`src/rtl/icebus_status_receiver.sv`:
```
// icebus_status_receiver: 8N1 UART receiver + 18-byte status-frame parser.
// Optional inter-byte timeout enabled by defining ICEBUS_RX_TIMEOUT_EN.
module icebus_status_receiver #(
  parameter int NUMBER_OF_MOTORS = 6,
  parameter int CLOCK_SPEED_HZ   = 50_000_000,
  parameter int BAUD_RATE        = 1_000_000,
  parameter int TIMEOUT_BITS     = 20
) (
  input  logic        clock,
  input  logic        reset,
  input  logic        rx,
  output logic        frame_valid,
  output logic [7:0]  frame_motor,
  output logic [31:0] frame_position,
  output logic [31:0] frame_velocity,
  output logic [15:0] frame_current,
  output logic [31:0] frame_displacement,
  output logic [15:0] framing_errors,
  output logic [15:0] frame_errors
);

  localparam int CPB  = CLOCK_SPEED_HZ / BAUD_RATE;
  localparam int HALF = CPB / 2;
  localparam int CW   = $clog2(CPB + 1);
  localparam logic [7:0] NMOT = 8'(NUMBER_OF_MOTORS);

  typedef enum logic [2:0] {
    S_IDLE, S_START, S_DATA, S_STOP, S_WAIT
  } samp_e;

  typedef enum logic [2:0] {
    P_HUNT0, P_HUNT1, P_ID, P_PAYLOAD, P_CHECK
  } pars_e;

  logic rx_meta_q, rx_sync_q;

  samp_e s_q, s_d;
  logic [CW-1:0] cnt_q, cnt_d;
  logic [2:0] bit_q, bit_d;
  logic [7:0] shr_q, shr_d;
  logic byte_done, stop_err;

  pars_e p_q, p_d;
  logic [3:0]  idx_q, idx_d;
  logic [7:0]  sum_q, sum_d;
  logic [7:0]  id_q, id_d;
  logic [31:0] pos_q, pos_d, vel_q, vel_d;
  logic [15:0] cur_q, cur_d;
  logic [31:0] disp_q, disp_d;

  logic        val_q, val_d;
  logic [7:0]  mot_o_q, mot_o_d;
  logic [31:0] pos_o_q, pos_o_d, vel_o_q, vel_o_d;
  logic [15:0] cur_o_q, cur_o_d;
  logic [31:0] disp_o_q, disp_o_d;
  logic        bad_frame, to_hit;

  logic [15:0] fr_err_q, fm_err_q;

  always_ff @(posedge clock or posedge reset) begin
    if (reset) begin
      rx_meta_q <= 1'b1;
      rx_sync_q <= 1'b1;
    end else begin
      rx_meta_q <= rx;
      rx_sync_q <= rx_meta_q;
    end
  end

  always_ff @(posedge clock or posedge reset) begin
    if (reset) begin
      s_q   <= S_IDLE;
      cnt_q <= '0;
      bit_q <= '0;
      shr_q <= '0;
    end else begin
      s_q   <= s_d;
      cnt_q <= cnt_d;
      bit_q <= bit_d;
      shr_q <= shr_d;
    end
  end

  always_comb begin
    s_d       = s_q;
    cnt_d     = cnt_q;
    bit_d     = bit_q;
    shr_d     = shr_q;
    byte_done = 1'b0;
    stop_err  = 1'b0;
    unique case (s_q)
      S_IDLE: begin
        if (!rx_sync_q) begin
          s_d   = S_START;
          cnt_d = '0;
        end
      end
      S_START: begin
        cnt_d = cnt_q + 1'b1;
        if (cnt_q == CW'(HALF - 1)) begin
          cnt_d = '0;
          bit_d = '0;
          s_d   = rx_sync_q ? S_IDLE : S_DATA;
        end
      end
      S_DATA: begin
        cnt_d = cnt_q + 1'b1;
        if (cnt_q == CW'(CPB - 1)) begin
          cnt_d = '0;
          shr_d = {rx_sync_q, shr_q[7:1]};
          bit_d = bit_q + 1'b1;
          if (bit_q == 3'd7) s_d = S_STOP;
        end
      end
      S_STOP: begin
        cnt_d = cnt_q + 1'b1;
        if (cnt_q == CW'(CPB - 1)) begin
          cnt_d = '0;
          if (rx_sync_q) begin
            byte_done = 1'b1;
            s_d       = S_IDLE;
          end else begin
            stop_err = 1'b1;
            s_d      = S_WAIT;
          end
        end
      end
      S_WAIT: begin
        if (rx_sync_q) s_d = S_IDLE;
      end
      default: s_d = S_IDLE;
    endcase
  end

`ifdef ICEBUS_RX_TIMEOUT_EN
  localparam int TO_CLKS = TIMEOUT_BITS * CPB;
  localparam int TW      = $clog2(TO_CLKS + 1);
  logic [TW-1:0] to_q;

  assign to_hit = (p_q != P_HUNT0) && !byte_done &&
                  (to_q == TW'(TO_CLKS - 1));

  always_ff @(posedge clock or posedge reset) begin
    if (reset)
      to_q <= '0;
    else if (byte_done || to_hit || p_q == P_HUNT0)
      to_q <= '0;
    else
      to_q <= to_q + 1'b1;
  end
`else
  assign to_hit = 1'b0;
`endif

  always_ff @(posedge clock or posedge reset) begin
    if (reset) begin
      p_q      <= P_HUNT0;
      idx_q    <= '0;
      sum_q    <= '0;
      id_q     <= '0;
      pos_q    <= '0;
      vel_q    <= '0;
      cur_q    <= '0;
      disp_q   <= '0;
      val_q    <= 1'b0;
      mot_o_q  <= '0;
      pos_o_q  <= '0;
      vel_o_q  <= '0;
      cur_o_q  <= '0;
      disp_o_q <= '0;
    end else begin
      p_q      <= p_d;
      idx_q    <= idx_d;
      sum_q    <= sum_d;
      id_q     <= id_d;
      pos_q    <= pos_d;
      vel_q    <= vel_d;
      cur_q    <= cur_d;
      disp_q   <= disp_d;
      val_q    <= val_d;
      mot_o_q  <= mot_o_d;
      pos_o_q  <= pos_o_d;
      vel_o_q  <= vel_o_d;
      cur_o_q  <= cur_o_d;
      disp_o_q <= disp_o_d;
    end
  end

  always_comb begin
    p_d       = p_q;
    idx_d     = idx_q;
    sum_d     = sum_q;
    id_d      = id_q;
    pos_d     = pos_q;
    vel_d     = vel_q;
    cur_d     = cur_q;
    disp_d    = disp_q;
    val_d     = 1'b0;
    mot_o_d   = mot_o_q;
    pos_o_d   = pos_o_q;
    vel_o_d   = vel_o_q;
    cur_o_d   = cur_o_q;
    disp_o_d  = disp_o_q;
    bad_frame = 1'b0;
    if (byte_done) begin
      unique case (p_q)
        P_HUNT0: begin
          if (shr_q == 8'hA5) p_d = P_HUNT1;
        end
        P_HUNT1: begin
          if (shr_q == 8'h5A)      p_d = P_ID;
          else if (shr_q == 8'hA5) p_d = P_HUNT1;
          else                     p_d = P_HUNT0;
        end
        P_ID: begin
          if (shr_q < NMOT) begin
            id_d  = shr_q;
            idx_d = '0;
            sum_d = shr_q;
            p_d   = P_PAYLOAD;
          end else begin
            bad_frame = 1'b1;
            p_d       = P_HUNT0;
          end
        end
        P_PAYLOAD: begin
          sum_d = sum_q + shr_q;
          idx_d = idx_q + 1'b1;
          if (idx_q < 4'd4)       pos_d  = {pos_q[23:0], shr_q};
          else if (idx_q < 4'd8)  vel_d  = {vel_q[23:0], shr_q};
          else if (idx_q < 4'd10) cur_d  = {cur_q[7:0], shr_q};
          else                    disp_d = {disp_q[23:0], shr_q};
          if (idx_q == 4'd13) p_d = P_CHECK;
        end
        P_CHECK: begin
          if (shr_q == sum_q) begin
            val_d    = 1'b1;
            mot_o_d  = id_q;
            pos_o_d  = pos_q;
            vel_o_d  = vel_q;
            cur_o_d  = cur_q;
            disp_o_d = disp_q;
          end else begin
            bad_frame = 1'b1;
          end
          p_d = P_HUNT0;
        end
        default: p_d = P_HUNT0;
      endcase
    end
    if (stop_err) p_d = P_HUNT0;
    // Timeout never coincides with byte_done, so at most one drop per cycle
    if (to_hit) begin
      p_d       = P_HUNT0;
      bad_frame = 1'b1;
    end
  end

  always_ff @(posedge clock or posedge reset) begin
    if (reset) begin
      fr_err_q <= '0;
      fm_err_q <= '0;
    end else begin
      if (stop_err && fr_err_q != 16'hFFFF)
        fr_err_q <= fr_err_q + 16'd1;
      if (bad_frame && fm_err_q != 16'hFFFF)
        fm_err_q <= fm_err_q + 16'd1;
    end
  end

  assign frame_valid        = val_q;
  assign frame_motor        = mot_o_q;
  assign frame_position     = pos_o_q;
  assign frame_velocity     = vel_o_q;
  assign frame_current      = cur_o_q;
  assign frame_displacement = disp_o_q;
  assign framing_errors     = fr_err_q;
  assign frame_errors       = fm_err_q;

endmodule

```
`config.mk`:
```
export PLATFORM = sky130hd
export DESIGN_NAME = icebus_status_receiver
export DESIGN_NICKNAME = d
export VERILOG_FILES = /design/src/rtl/icebus_status_receiver.sv
export SDC_FILE = /design/constraint.sdc
export NUM_CORES = 1
export LEC_CHECK = 0
export BUFFER_PORTS_ARGS = -buffer_cell sky130_fd_sc_hd__buf_2
export CAP_MARGIN = 20
export CORE_MARGIN = 5
export CORE_UTILIZATION = 57
export DETAILED_ROUTE_END_ITERATION = 8
export MAX_ROUTING_LAYER = met4
export PLACE_DENSITY_LB_ADDON = 0.2
export RECOVER_POWER = 25
export SLEW_MARGIN = 20
export SYNTH_ARGS = -nofsm -noshare
export SYNTH_HDL_FRONTEND = slang
export SYNTH_SLANG_ARGS = --single-unit
```
`constraint.sdc`:
```
create_clock -name clock -period 15.2 [get_ports clock]
set_input_delay 3.04 -clock clock [delete_from_list [all_inputs] [get_ports clock]]
set_output_delay 3.04 -clock clock [all_outputs]
set_load 0.02 [all_outputs]
```
==> out/metrics.cfg, run 1 <==
[status]
status = finished with violations
failed_checks = capacitance limit, slew limit

[critical_path]
worstPathArrival_ns = 6.56
cp-endpoint = frame_position[29]
crit_path_start_kind = register
reg2reg_from = cnt_q[1]
r2r_slack_ns = 9.06
crit_type = register to register
startpoint = cnt_q[1]
crit_fanout = 69
required_ns = 15.63
worstRegToRegCells = 9
r2r_end = frame_position[29]
endpoint_kind = register

[global_route]
grt_pass1_vias = 7624
track_usage = 0.185
grt_max_degree = 142
antenna_found_initial = 0
grt_overflow = 0
grt_pass1_wl_um = 39000

[placement]
io_buffers = 155
gp_congestion = 0.824
dpl.hpwl_um = 14800

[floorplanning]
dieArea_um2 = 25400
die_y_um = 159
start_util = 0.580
io_pins = 156
core_area_um2 = 21900
core.rowCount = 54
fp.dieW_um = 159

[timing]
finalCriticalPeriod_ns = 6.14
rsz0062_at_grt = false
setup_viol = 0
max-slew-margin-rel = -1.63
hold_viol_final = 0
fmax_mhz = 163
holdWs_ns = 0.356
skew_ns = 0.00751
period_share = 0.404
slew_viol_final = 169
final.setup.tns_ns = 0
tightestPinTransition_ns = 3.94

[hold_path]
holdCritPathClass = register to register

[logic_synthesis]
synth_seq_area_share = 0.611
yosys.area_share.adder = 0.0173
synth.area.mux_share = 0.219
yosys.area_share.simple = 0.0754
ys_types = 54
synth_top_family_by_area = multiplexers
synth_seq_cells = 310
syn_nets = 912
syn_area_um2 = 12700
synth_edf_count = 0
yosysWarningCount = 0
avgSynthCellArea_um2 = 14.2
synthXorXnorAreaFrac = 0.0241
synth_compound_area_frac = 0.0286
syn_inst = 892
synth-async-reset-ratio = 1.00
synth_ff_type = dfrtp_1

[route]
via_count = 7422
wl_met1_um = 10300
dr.max_layer_used = met4
wl_met2_um = 11200
firstDrtPassIters = 4
ant_nets = 0
drt_iter0_markers = 356
wire_per_inst_um = 17.0
drt-total-wl_um = 23000
wl_met3_um = 1120
drc = 0
post_drt_via_cell_ratio = 5.48

[cells_and_area]
drive_above_1_share = 0.334
fin_nets = 1070
area_growth_pct = 15.1
antenna_cells = 0

[clock_tree]
cts.repair.resized = 0
clk_pin_slew_ns = 0.06
cts.sinks = 310
ctsHoldBuffers = 0
ctsRootBufferMaster = clkbuf_16
clock_latency_ns = 0.54
cts_buffer_depth = 3
numCtsBuffers = 31
cts_setup_buffers = 0
cts_tree = yes
h-tree-depth = 1

[power_and_ir_drop]
powerDensity_nw_per_um2 = 113
peakVddDrop_uv = 89.4
p_leak_nw = 7.82

[flow_run]
maxCapViolCount = 4

[worst max-delay path, cell delays in order, from the launching register on]
cell      delay [ns]
dfrtp_1         0.41
inv_1           0.10
ha_1            0.14
and4bb_1        0.27
nand4_1         0.27
or2_0           0.42
nor3_4          0.21
clkbuf_1        2.77
buf_4           0.92
mux2_2          0.41
[per-layer routing]
metal | vias to the layer above | track usage
li1 | 3494 | -
met1 | 3739 | 0.252
met2 | 159 | 0.297
met3 | 30 | 0.0352
met4 | 0 | 0.0345
met5 | - | -
[worst min path at each step]
| stage | start | to | slack, ns | cells after the start |
|---|---|---|---|---|
| after global routing | rx_meta_q | rx_sync_q | 0.36 | 0 |
| after floorplan | rx_meta_q | rx_sync_q | 0.35 | 0 |
| after detailed placement | rx_meta_q | rx_sync_q | 0.35 | 0 |
| final | rx_meta_q | rx_sync_q | 0.36 | 0 |
| after CTS | rx_meta_q | rx_sync_q | 0.36 | 0 |
| after global placement | rx_meta_q | rx_sync_q | 0.35 | 0 |
[logic make-up after synthesis]
kind of cell             count (synthesis)
multiplexers                           247
AO/OA/AOI/OAI                           56
XOR/XNOR                                35
AND/OR/NAND/NOR                        174
adder cells (fa/ha/maj)                 17
buffers and inverters                   53
flip-flops                             310
[cell usage in the layout, fill, tap and decap left out, drive strengths merged, types with 3 or more instances in the layout]
| cell type | n |
|---|---|
| nor3 | 14 |
| o41ai | 3 |
| o21ai | 18 |
| and2 | 10 |
| xnor2 | 30 |
| clkinv | 5 |
| o21bai | 3 |
| buf | 158 |
| nor2b | 6 |
| xor2 | 5 |
| ha | 16 |
| nor2 | 29 |
| mux2 | 245 |
| nand2b | 3 |
| nand4 | 18 |
| a21oi | 10 |
| nand3 | 24 |
| bufinv | 3 |
| nand2 | 42 |
| nand4b | 4 |
| clkbuf | 48 |
| and3 | 9 |
| dfrtp | 308 |
| clkinvlp | 4 |
| inv | 17 |
| a22o | 5 |
| or3 | 3 |
| a211oi | 3 |
[per-stage QoR]
step / utilization / std cells / worst slack [ns] / total power, mW / area [um2]
6_report: 0.668 / 1354 / 9.06 / 1.66 / 14600
5_1_grt: 0.668 / 1354 / 8.56 / 1.72 / 14600
4_1_cts: 0.672 / 1354 / 10.75 / 1.68 / 14700
3_5_place_dp: 0.624 / 1297 / 10.16 / 0.910 / 13700
3_3_place_gp: 0.624 / 1297 / 10.16 / 0.908 / 13700
2_1_floorplan: - / 892 / 3.59 / 0.899 / 12700
[power by group]
group          internal (mW)  total, mW  leakage (nW)  switching (mW)
logic                 0.0162     0.0516          2.99          0.0355
clock network          0.459      0.765         0.507           0.305
registers              0.831      0.841          4.32         0.00969
[synthesized netlist by cell type, types with 4 or more instances]
cell / number / area, um2
mux2_1: 100 / 1130
nor2_1: 28 / 105
mux2_2: 145 / 1630
inv_1: 16 / 60.1
and2_1: 10 / 62.6
nand4b_1: 4 / 35.0
nand4_1: 17 / 106
o21ai_0: 18 / 90.1
and3_1: 9 / 56.3
nand3_1: 23 / 115
clkbuf_1: 9 / 33.8
ha_1: 16 / 200
nor2b_1: 6 / 37.5
buf_2: 14 / 70.1
nand2_1: 42 / 158
a22o_1: 5 / 43.8
xnor2_1: 30 / 263
dfrtp_1: 308 / 7710
nor3_1: 11 / 55.1
xor2_1: 5 / 43.8
buf_6: 13 / 146
a21oi_1: 10 / 50.1
[registers in the layout, indices dropped and copies added, names as in the netlist, 4 cells and up]
register,cells
cnt_q,6
cur_q,16
disp_q,32
frame_current,16
frame_displacement,32
frame_errors,16
frame_motor,8
frame_position,32
frame_velocity,32
framing_errors,16
id_q,8
idx_q,4
pos_q,32
shr_q,8
sum_q,8
vel_q,32
[layout make-up]
cell class,instances,area [um2]
Clock inverter,13,154
Timing Repair Buffer,162,821
Multi-Input combinational cell,529,4570
Tap cell,280,350
Clock buffer,44,895
Fill cell,1657,7270
Inverter,16,67.6
Sequential cell,310,7760
No activity file was read; power rests on OpenSTA's default activity.
==> inputs of run 2 (changes only) <==
--- a/config.mk
+++ b/config.mk
@@ -8,7 +8,7 @@
 export BUFFER_PORTS_ARGS = -buffer_cell sky130_fd_sc_hd__buf_2
 export CAP_MARGIN = 20
 export CORE_MARGIN = 5
-export CORE_UTILIZATION = 57
+export CORE_UTILIZATION = 52
 export DETAILED_ROUTE_END_ITERATION = 8
 export MAX_ROUTING_LAYER = met4
 export PLACE_DENSITY_LB_ADDON = 0.2
==> constraint.sdc (replaced) <==
create_clock -name clock -period 5.4 [get_ports clock]
set_input_delay 1.08 -clock clock [delete_from_list [all_inputs] [get_ports clock]]
set_output_delay 1.08 -clock clock [all_outputs]
set_load 0.02 [all_outputs]
==> run 2 against run 1 <==
The flow still finishes with violations (capacitance limit, slew limit). Fmax up 87%. Combinational power grew to 2.9 times the previous value. Utilization shrank 5.4 points. Die area up 9.0%. Global-route usage shrank 0.30 points. Sequential power rose to 2.8 times the previous value. Largest cell class unchanged. Largest power group unchanged.
==> out/metrics.cfg, run 2 (synthesized netlist as in run 1, its figures left out) <==
[status]
status = finished with violations  ; unchanged
failed_checks = capacitance limit, slew limit  ; unchanged

[global_route]
grt_overflow = 0  ; unchanged
antenna_found_initial = 0  ; unchanged
track_usage = 0.182  ; was 0.185
grt_max_degree = 139  ; was 142
grt_pass1_wl_um = 41100  ; was 39,000 um
grt_pass1_vias = 7835  ; was 7,624

[timing]
hold_viol_final = 0  ; unchanged
finalCriticalPeriod_ns = 3.28  ; was 6.14 ns
skew_ns = 0.0238  ; was 0.00751 ns
max-slew-margin-rel = -0.0858  ; was -1.63
slew_viol_final = 69  ; was 169
holdWs_ns = 0.355  ; was 0.356 ns
setup_viol = 0  ; unchanged
rsz0062_at_grt = false  ; unchanged
tightestPinTransition_ns = 1.63  ; was 3.94 ns
period_share = 0.607  ; was 0.404
fmax_mhz = 305  ; was 163 MHz
final.setup.tns_ns = 0  ; unchanged

[critical_path]
r2r_slack_ns = 2.12  ; was 9.06 ns
startpoint = cnt_q[1]  ; unchanged
r2r_end = disp_q[23]  ; was frame_position[29]
crit_fanout = 32  ; was 69
cp-endpoint = disp_q[23]  ; was frame_position[29]
worstRegToRegCells = 8  ; was 9
reg2reg_from = cnt_q[1]  ; unchanged
worstPathArrival_ns = 3.66  ; was 6.56 ns
required_ns = 5.78  ; was 15.63 ns
crit_type = register to register  ; unchanged
crit_path_start_kind = register  ; unchanged
endpoint_kind = register  ; unchanged

[cells_and_area]
drive_above_1_share = 0.343  ; was 0.334
antenna_cells = 0  ; unchanged
fin_nets = 1075  ; was 1,070
layout_common_cells = 308 x dfrtp_1, 150 x buf_2, 145 x mux2_2  ; was 308 x dfrtp_1, 155 x buf_2, 145 x mux2_2
area_growth_pct = 16.9  ; was 15.1%
final_common_cell = dfrtp_1  ; unchanged

[clock_tree]
cts_setup_buffers = 0  ; unchanged
clk_pin_slew_ns = 0.06  ; about the same
cts_buffer_depth = 3  ; unchanged
cts.sinks = 310  ; unchanged
cts.repair.resized = 0  ; unchanged
cts_tree = yes  ; unchanged
ctsRootBufferMaster = clkbuf_16  ; unchanged
ctsHoldBuffers = 0  ; unchanged
h-tree-depth = 2  ; was 1
clock_latency_ns = 0.51  ; was 0.54 ns
numCtsBuffers = 34  ; was 31

[floorplanning]
dieArea_um2 = 27700  ; was 25,400 um2
core_area_um2 = 24200  ; was 21,900 um2
start_util = 0.525  ; was 0.580
core.rowCount = 57  ; was 54
io_pins = 156  ; unchanged
fp.dieW_um = 166  ; was 159 um
die_y_um = 166  ; was 159 um

[route]
wire_per_inst_um = 17.0  ; about the same
drc = 0  ; unchanged
firstDrtPassIters = 4  ; unchanged
drt_iter0_markers = 416  ; was 356
ant_nets = 0  ; unchanged
via_count = 7449  ; was 7,422
drt-total-wl_um = 23800  ; was 23,000 um
post_drt_via_cell_ratio = 5.31  ; was 5.48

[placement]
io_buffers = 155  ; unchanged
dpl.hpwl_um = 15600  ; was 14,800 um
gp_congestion = 0.813  ; was 0.824

[power_and_ir_drop]
peakVddDrop_uv = 166  ; was 89.4 uV
powerDensity_nw_per_um2 = 321  ; was 113 nW/um2
p_leak_nw = 7.90  ; was 7.82 nW
power.total_mw = 4.76  ; was 1.66 mW

[hold_path]
holdCritPathClass = register to register  ; unchanged

[flow_run]
maxCapViolCount = 1  ; was 4

[run 2: cell types whose count changed in the layout (fill, tap and decap cells not counted), sizes merged]
cell	delta
bufinv	-3
clkbuf	+11
inv	+1
clkinvlp	-3
clkinv	-2
[run 2: how the worst min path moves through the flow]
stage,depth (start not counted),endpoint,slack [ns],startpoint
6_report,0,rx_sync_q,0.35,rx_meta_q
5_1_grt,0,rx_sync_q,0.36,rx_meta_q
4_1_cts,0,rx_sync_q,0.36,rx_meta_q
3_5_place_dp,0,rx_sync_q,0.35,rx_meta_q
3_3_place_gp,0,rx_sync_q,0.35,rx_meta_q
2_1_floorplan,0,rx_sync_q,0.35,rx_meta_q
[run 2: worst max-delay path, stage by stage, from the launching register on]
cell      delay [ns]
dfrtp_1         0.41
inv_1           0.09
ha_1            0.14
and4bb_1        0.26
nand4_1         0.26
or2_4           0.35
nor2_1          0.32
nand3b_2        0.77
mux2_2          0.56
[run 2: final cells by class]
cell class | count | area (um2)
inverter | 16 | 61.3
clock buffer | 53 | 1060
timing repair buffer | 164 | 880
fill | 1872 | 9330
sequential | 310 | 7760
multi-input combinational | 529 | 4620
tap | 324 | 405
clock inverter | 6 | 55.1
[run 2: routing by layer]
layer / vias to the layer above / track usage / wire (um)
met2: 150 / 0.298 / 11600
met4: 0 / 0.0398 / 288
met1: 3785 / 0.240 / 10900
met5: - / - / 0
li1: 3491 / - / -
met3: 23 / 0.0345 / 1050
[run 2: per-stage QoR]
step           setup slack (ns)  cell area [um2]   util  cells
2_1_floorplan             0.195            12700      -    892
5_1_grt                    1.88            14800  0.614   1402
3_3_place_gp               2.19            13700  0.569   1342
6_report                   2.12            14800  0.614   1402
4_1_cts                    2.09            14900  0.615   1401
3_5_place_dp               2.10            13700  0.569   1342
[run 2: power by group]
part / total [mW] / switching, mW / internal, mW
logic: 0.148 / 0.103 / 0.0455
registers: 2.37 / 0.0276 / 2.34
clock network: 2.25 / 0.891 / 1.36
